--- src/rtl/riscv_pipe_pkg.sv ---
// Shared types and constants for the pipeline hazard/control block.
package riscv_pipe_pkg;

  typedef enum logic [1:0] {
    RUN    = 2'd0,
    DRAIN  = 2'd1,
    HALTED = 2'd2
  } pipe_state_e;

  localparam logic [1:0] FWD_RF  = 2'b00;
  localparam logic [1:0] FWD_WB  = 2'b01;
  localparam logic [1:0] FWD_MEM = 2'b10;

endpackage

--- src/rtl/riscv_fwd_unit.sv ---
// EX operand bypass select for one source register; MEM result wins over WB.
import riscv_pipe_pkg::*;

module riscv_fwd_unit #(
  parameter int unsigned REG_AW = 5
) (
  input  logic [REG_AW-1:0] ex_rs,
  input  logic [REG_AW-1:0] mem_rd,
  input  logic              mem_regwrite,
  input  logic [REG_AW-1:0] wb_rd,
  input  logic              wb_regwrite,
  output logic [1:0]        fwd_sel_c
);

  always_comb begin
    fwd_sel_c = FWD_RF;
    if (mem_regwrite && (mem_rd != '0) && (mem_rd == ex_rs)) begin
      fwd_sel_c = FWD_MEM;
    end else if (wb_regwrite && (wb_rd != '0) && (wb_rd == ex_rs)) begin
      fwd_sel_c = FWD_WB;
    end
  end

endmodule

--- src/rtl/riscv_pipe_ctrl.sv ---
// Pipeline control: forwarding, load-use stall, redirect flush, halt drain,
// write-back trace and retired-instruction counter.
import riscv_pipe_pkg::*;

module riscv_pipe_ctrl #(
  parameter int unsigned DATA_W    = 32,
  parameter int unsigned REG_AW    = 5,
  parameter int unsigned CNT_W     = 32,
  parameter int unsigned DRAIN_CYC = 3
) (
  input  logic              clk,
  input  logic              reset,
  input  logic [REG_AW-1:0] id_rs1,
  input  logic [REG_AW-1:0] id_rs2,
  input  logic              id_use1,
  input  logic              id_use2,
  input  logic              id_halt,
  input  logic [REG_AW-1:0] ex_rs1,
  input  logic [REG_AW-1:0] ex_rs2,
  input  logic [REG_AW-1:0] ex_rd,
  input  logic              ex_memread,
  input  logic              ex_redirect,
  input  logic [REG_AW-1:0] mem_rd,
  input  logic              mem_regwrite,
  input  logic [REG_AW-1:0] wb_rd,
  input  logic              wb_regwrite,
  input  logic              wb_valid,
  input  logic [DATA_W-1:0] wb_data,
  output logic              pc_en,
  output logic              ifid_en,
  output logic              ifid_flush,
  output logic              idex_flush,
  output logic [1:0]        fwd_a,
  output logic [1:0]        fwd_b,
  output logic              halted,
  output logic [REG_AW-1:0] reg_num,
  output logic [DATA_W-1:0] reg_data,
  output logic              reg_write_sig,
  output logic [CNT_W-1:0]  retired_cnt
);

  localparam int unsigned DC_W = (DRAIN_CYC > 1) ? $clog2(DRAIN_CYC) : 1;

  pipe_state_e     state, state_nx;
  logic [DC_W-1:0] drain_cnt, drain_cnt_nx;
  logic            hazard_c;
  logic            trace_wr_c;
  logic [1:0]      fwd_a_c, fwd_b_c;

  riscv_fwd_unit #(.REG_AW(REG_AW)) u_fwd_a (
    .ex_rs        (ex_rs1),
    .mem_rd       (mem_rd),
    .mem_regwrite (mem_regwrite),
    .wb_rd        (wb_rd),
    .wb_regwrite  (wb_regwrite),
    .fwd_sel_c    (fwd_a_c)
  );

  riscv_fwd_unit #(.REG_AW(REG_AW)) u_fwd_b (
    .ex_rs        (ex_rs2),
    .mem_rd       (mem_rd),
    .mem_regwrite (mem_regwrite),
    .wb_rd        (wb_rd),
    .wb_regwrite  (wb_regwrite),
    .fwd_sel_c    (fwd_b_c)
  );

  assign fwd_a = reset ? FWD_RF : fwd_a_c;
  assign fwd_b = reset ? FWD_RF : fwd_b_c;

  assign hazard_c = ex_memread && (ex_rd != '0) &&
                    ((id_use1 && (id_rs1 == ex_rd)) || (id_use2 && (id_rs2 == ex_rd)));

  assign trace_wr_c = wb_valid && wb_regwrite && (wb_rd != '0);

  // Next state and pipeline enables; redirect beats stall and halt.
  always_comb begin
    state_nx     = state;
    drain_cnt_nx = drain_cnt;
    pc_en        = 1'b1;
    ifid_en      = 1'b1;
    ifid_flush   = 1'b0;
    idex_flush   = 1'b0;
    if (reset) begin
      pc_en      = 1'b0;
      ifid_en    = 1'b0;
      ifid_flush = 1'b1;
      idex_flush = 1'b1;
    end else begin
      unique case (state)
        RUN: begin
          if (ex_redirect) begin
            ifid_flush = 1'b1;
            idex_flush = 1'b1;
          end else if (hazard_c) begin
            pc_en      = 1'b0;
            ifid_en    = 1'b0;
            idex_flush = 1'b1;
          end else if (id_halt) begin
            pc_en        = 1'b0;
            ifid_en      = 1'b0;
            idex_flush   = 1'b1;
            drain_cnt_nx = DC_W'(DRAIN_CYC - 1);
            state_nx     = DRAIN;
          end
        end
        DRAIN: begin
          if (ex_redirect) begin
            ifid_flush   = 1'b1;
            idex_flush   = 1'b1;
            drain_cnt_nx = '0;
            state_nx     = RUN;
          end else begin
            pc_en      = 1'b0;
            ifid_en    = 1'b0;
            idex_flush = 1'b1;
            if (drain_cnt == '0) begin
              state_nx = HALTED;
            end else begin
              drain_cnt_nx = drain_cnt - DC_W'(1);
            end
          end
        end
        HALTED: begin
          pc_en      = 1'b0;
          ifid_en    = 1'b0;
          idex_flush = 1'b1;
        end
        default: begin
          state_nx     = RUN;
          drain_cnt_nx = '0;
        end
      endcase
    end
  end

  always_ff @(posedge clk) begin
    if (reset) begin
      state         <= RUN;
      drain_cnt     <= '0;
      halted        <= 1'b0;
      reg_write_sig <= 1'b0;
      reg_num       <= '0;
      reg_data      <= '0;
      retired_cnt   <= '0;
    end else begin
      state         <= state_nx;
      drain_cnt     <= drain_cnt_nx;
      halted        <= (state_nx == HALTED);
      reg_write_sig <= trace_wr_c;
      if (trace_wr_c) begin
        reg_num  <= wb_rd;
        reg_data <= wb_data;
      end
      // Saturating count keeps a long run from wrapping to a small value.
      if (wb_valid && (retired_cnt != '1)) begin
        retired_cnt <= retired_cnt + CNT_W'(1);
      end
    end
  end

endmodule

--- config.mk ---
export PLATFORM = sky130hd
export DESIGN_NAME = riscv_pipe_ctrl
export DESIGN_NICKNAME = d
export VERILOG_FILES = /design/src/rtl/riscv_pipe_pkg.sv /design/src/rtl/riscv_fwd_unit.sv /design/src/rtl/riscv_pipe_ctrl.sv
export SDC_FILE = /design/constraint.sdc
export NUM_CORES = 1
export LEC_CHECK = 0
export CAP_MARGIN = 20
export CORE_MARGIN = 2
export CORE_UTILIZATION = 41
export CTS_CLUSTER_SIZE = 25
export DETAILED_ROUTE_END_ITERATION = 8
export PLACE_DENSITY_LB_ADDON = 0.15
export SLEW_MARGIN = 25
export SYNTH_ARGS = -nofsm -noshare
export SYNTH_HDL_FRONTEND = slang
export SYNTH_SLANG_ARGS = --single-unit
--- constraint.sdc ---
create_clock -name clk -period 5.7 [get_ports clk]
set_clock_uncertainty 0.15 [all_clocks]
set_input_delay 1.425 -clock clk [delete_from_list [all_inputs] [get_ports clk]]
set_output_delay 1.425 -clock clk [all_outputs]
set_load 0.01 [all_outputs]
==> qor.csv <==
metric,value,unit
status,"complete, no violations",
p_leak,1.94,nW
path_class,primary input to output port,
placed_cells,687,
async_flop_share,0,
syn-cell-area,0.00357,mm2
ctsLongestPathBuffers,2,
arrival,3.74,ns
synth_nets,527,
clockRootBuffer,clkbuf_8,
wl_met1,4670,um
grt_pass1_wl,17200,um
drc,0,
syn_inst,444,
initial_utilization,0.415,
dr_wl_met2,4970,um
synth_edf_count,0,
critPathRequiredTime,4.12,ns
port-buffer-count,155,
dr.pass1.iters,4,
antenna_cells,0,
maxCapViolations,0,
syn2layout_area_growth,52.3,%
layout_common_cells,"clkdlybuf4s50_1 (152), nand2_1 (89), dfxtp_1 (75)",
vias_per_cell,5.10,
min_period,5.32,ns
gp_congestion,0.902,
power_per_cell_area,230,mW/mm2
rows,34,
htreeDepth,3,
tns,0,ns
core,0.00859,mm2
cts_made_buffers,9,
ys_ff_latch,75,
overflow,0,
slew_headroom,0.395,
ctsResizeCount,0,
avgRoutedWirePerCell,14.9,um
clk_pin_slew,0.07,ns
ant_nets,0,
nets,673,
ys_warn_count,0,
hold_class,register to register,
antenna_found_initial,0,
topRoutingLayerUsed,met4,
met3_length,711,um
drive_gt1_frac,0.0454,
cts_tree,built,
hold_slack,0.305,ns
synthDistinctLibCells,39,
end_kind,output port,
fin_crit_sh,0.933,
die_h,97.3,um
cts_num_sinks,75,
die_w,97.3,um
fin_area,0.00544,mm2
placed_cell_area,0.00519,mm2
die_area,0.00947,mm2
worstMarginPinSlew,0.900,ns
cts_setup_buffers,0,
finalMaxSlewViolations,0,
ff2ff_setup_slack,3.09,ns
worst_setup_path_start_kind,primary input,
final_cells,703,
rsz0062_at_grt,false,
fmax,188,MHz
track_usage,0.221,
ys.flop_type,dfxtp_1,
ys_seq_area_frac,0.421,
drt_iter0_drc,88,
vias,3582,
critical_path.max_fanout,6,
avgSynthCellArea,8.04,um2
drt-total-wl,10500,um
final_common_cell,clkdlybuf4s50_1,
grt_max_degree,77,
hold_violations,0,
setup_viol,0,
peakVddDrop,141,uV
clk_latency,0.35,ns
postCtsHoldBufs,0,
dp_hpwl,7550,um
grt_pass1_vias,3530,
top_level_ports,156,
[final timing paths]
check                                                  start                           to  cells after the start
worst max-delay path                                ex_rd[2]                   idex_flush                      8
worst min-delay path               reg_data[15]$_SDFFE_PP0P_    reg_data[15]$_SDFFE_PP0P_                      2
worst max register to register  retired_cnt[20]$_SDFFE_PP0P_  retired_cnt[9]$_SDFFE_PP0P_                      6
worst min register to register     reg_data[15]$_SDFFE_PP0P_    reg_data[15]$_SDFFE_PP0P_                      2
[cells by family (layout without fill, tap and decap cells)]
group	Yosys count	count (layout)	synth area share
and+or+nand+nor	213	213	0.280
DFF	75	75	0.421
AOI/OAI and AO/OA	59	59	0.0911
xor gates and xnor gates	59	59	0.145
buffers and inverters	29	180	0.0333
adders and majority gates	6	6	0.0210
muxes	3	3	0.00876
[registers in the layout, summed over array words and instances (netlist names)]
register and count:
retired_cnt 32, halted 1, reg_num 5, reg_write_sig 1, reg_data 32, state 2
drain_cnt 2
[cell type report]
type | count | area (um2)
Inverter | 7 | 26.3
Clock inverter | 6 | 111
Clock buffer | 10 | 128
Multi-Input combinational cell | 340 | 1970
Fill cell | 775 | 3160
Sequential cell | 75 | 1500
Timing Repair Buffer | 157 | 1570
Tap cell | 108 | 135
[layer usage]
| metal | GRT usage | up-vias |
|---|---|---|
| met1 | 0.277 | 1647 |
| met3 | 0.0576 | 14 |
| met5 | 0 | - |
| met4 | 0.0652 | 0 |
| met2 | 0.376 | 125 |
| li1 | - | 1796 |
[worst max-delay path, stage by stage]
cell             delay [ns]
clkdlybuf4s50_1        0.47
xor2_1                 0.19
nor4_1                 0.33
nand3_1                0.11
a21oi_1                0.46
o41ai_1                0.13
nand2b_1               0.09
clkdlybuf4s50_1        0.53
[stage by stage]
step | power, mW | setup slack, ns | util
floorplan | 0.656 | 1.02 | -
global placement | 0.764 | 0.146 | 0.603
detailed placement | 0.769 | 0.105 | 0.604
CTS | 1.26 | 0.0968 | 0.632
global route | 1.31 | 0.220 | 0.632
finish | 1.25 | 0.381 | 0.632
[power by group]
| part | total (mW) | switching [mW] | internal (mW) |
|---|---|---|---|
| Clock | 0.495 | 0.203 | 0.292 |
| Combinational | 0.205 | 0.0930 | 0.112 |
| Sequential | 0.552 | 0.0107 | 0.541 |
| Total | 1.25 | 0.307 | 0.945 |
[cell usage after synthesis (4+ instances only)]
| library cell | n | area share |
|---|---|---|
| and3_1 | 7 | 0.012 |
| xor2_1 | 34 | 0.083 |
| nor4_1 | 10 | 0.018 |
| buf_2 | 5 | 0.0070 |
| and4_1 | 4 | 0.0098 |
| nor2_1 | 45 | 0.047 |
| a21oi_1 | 41 | 0.057 |
| xnor2_1 | 25 | 0.061 |
| clkbuf_1 | 16 | 0.017 |
| dfxtp_1 | 75 | 0.42 |
| nand2_1 | 89 | 0.094 |
| nand3_1 | 17 | 0.024 |
| nand4_1 | 12 | 0.021 |
| nand2b_1 | 4 | 0.0070 |
| o21ai_0 | 7 | 0.0098 |
| or4_1 | 4 | 0.0084 |
| ha_1 | 6 | 0.021 |
| inv_1 | 7 | 0.0074 |
| nor3_1 | 10 | 0.014 |
No activity file was read; power rests on OpenSTA's default activity.
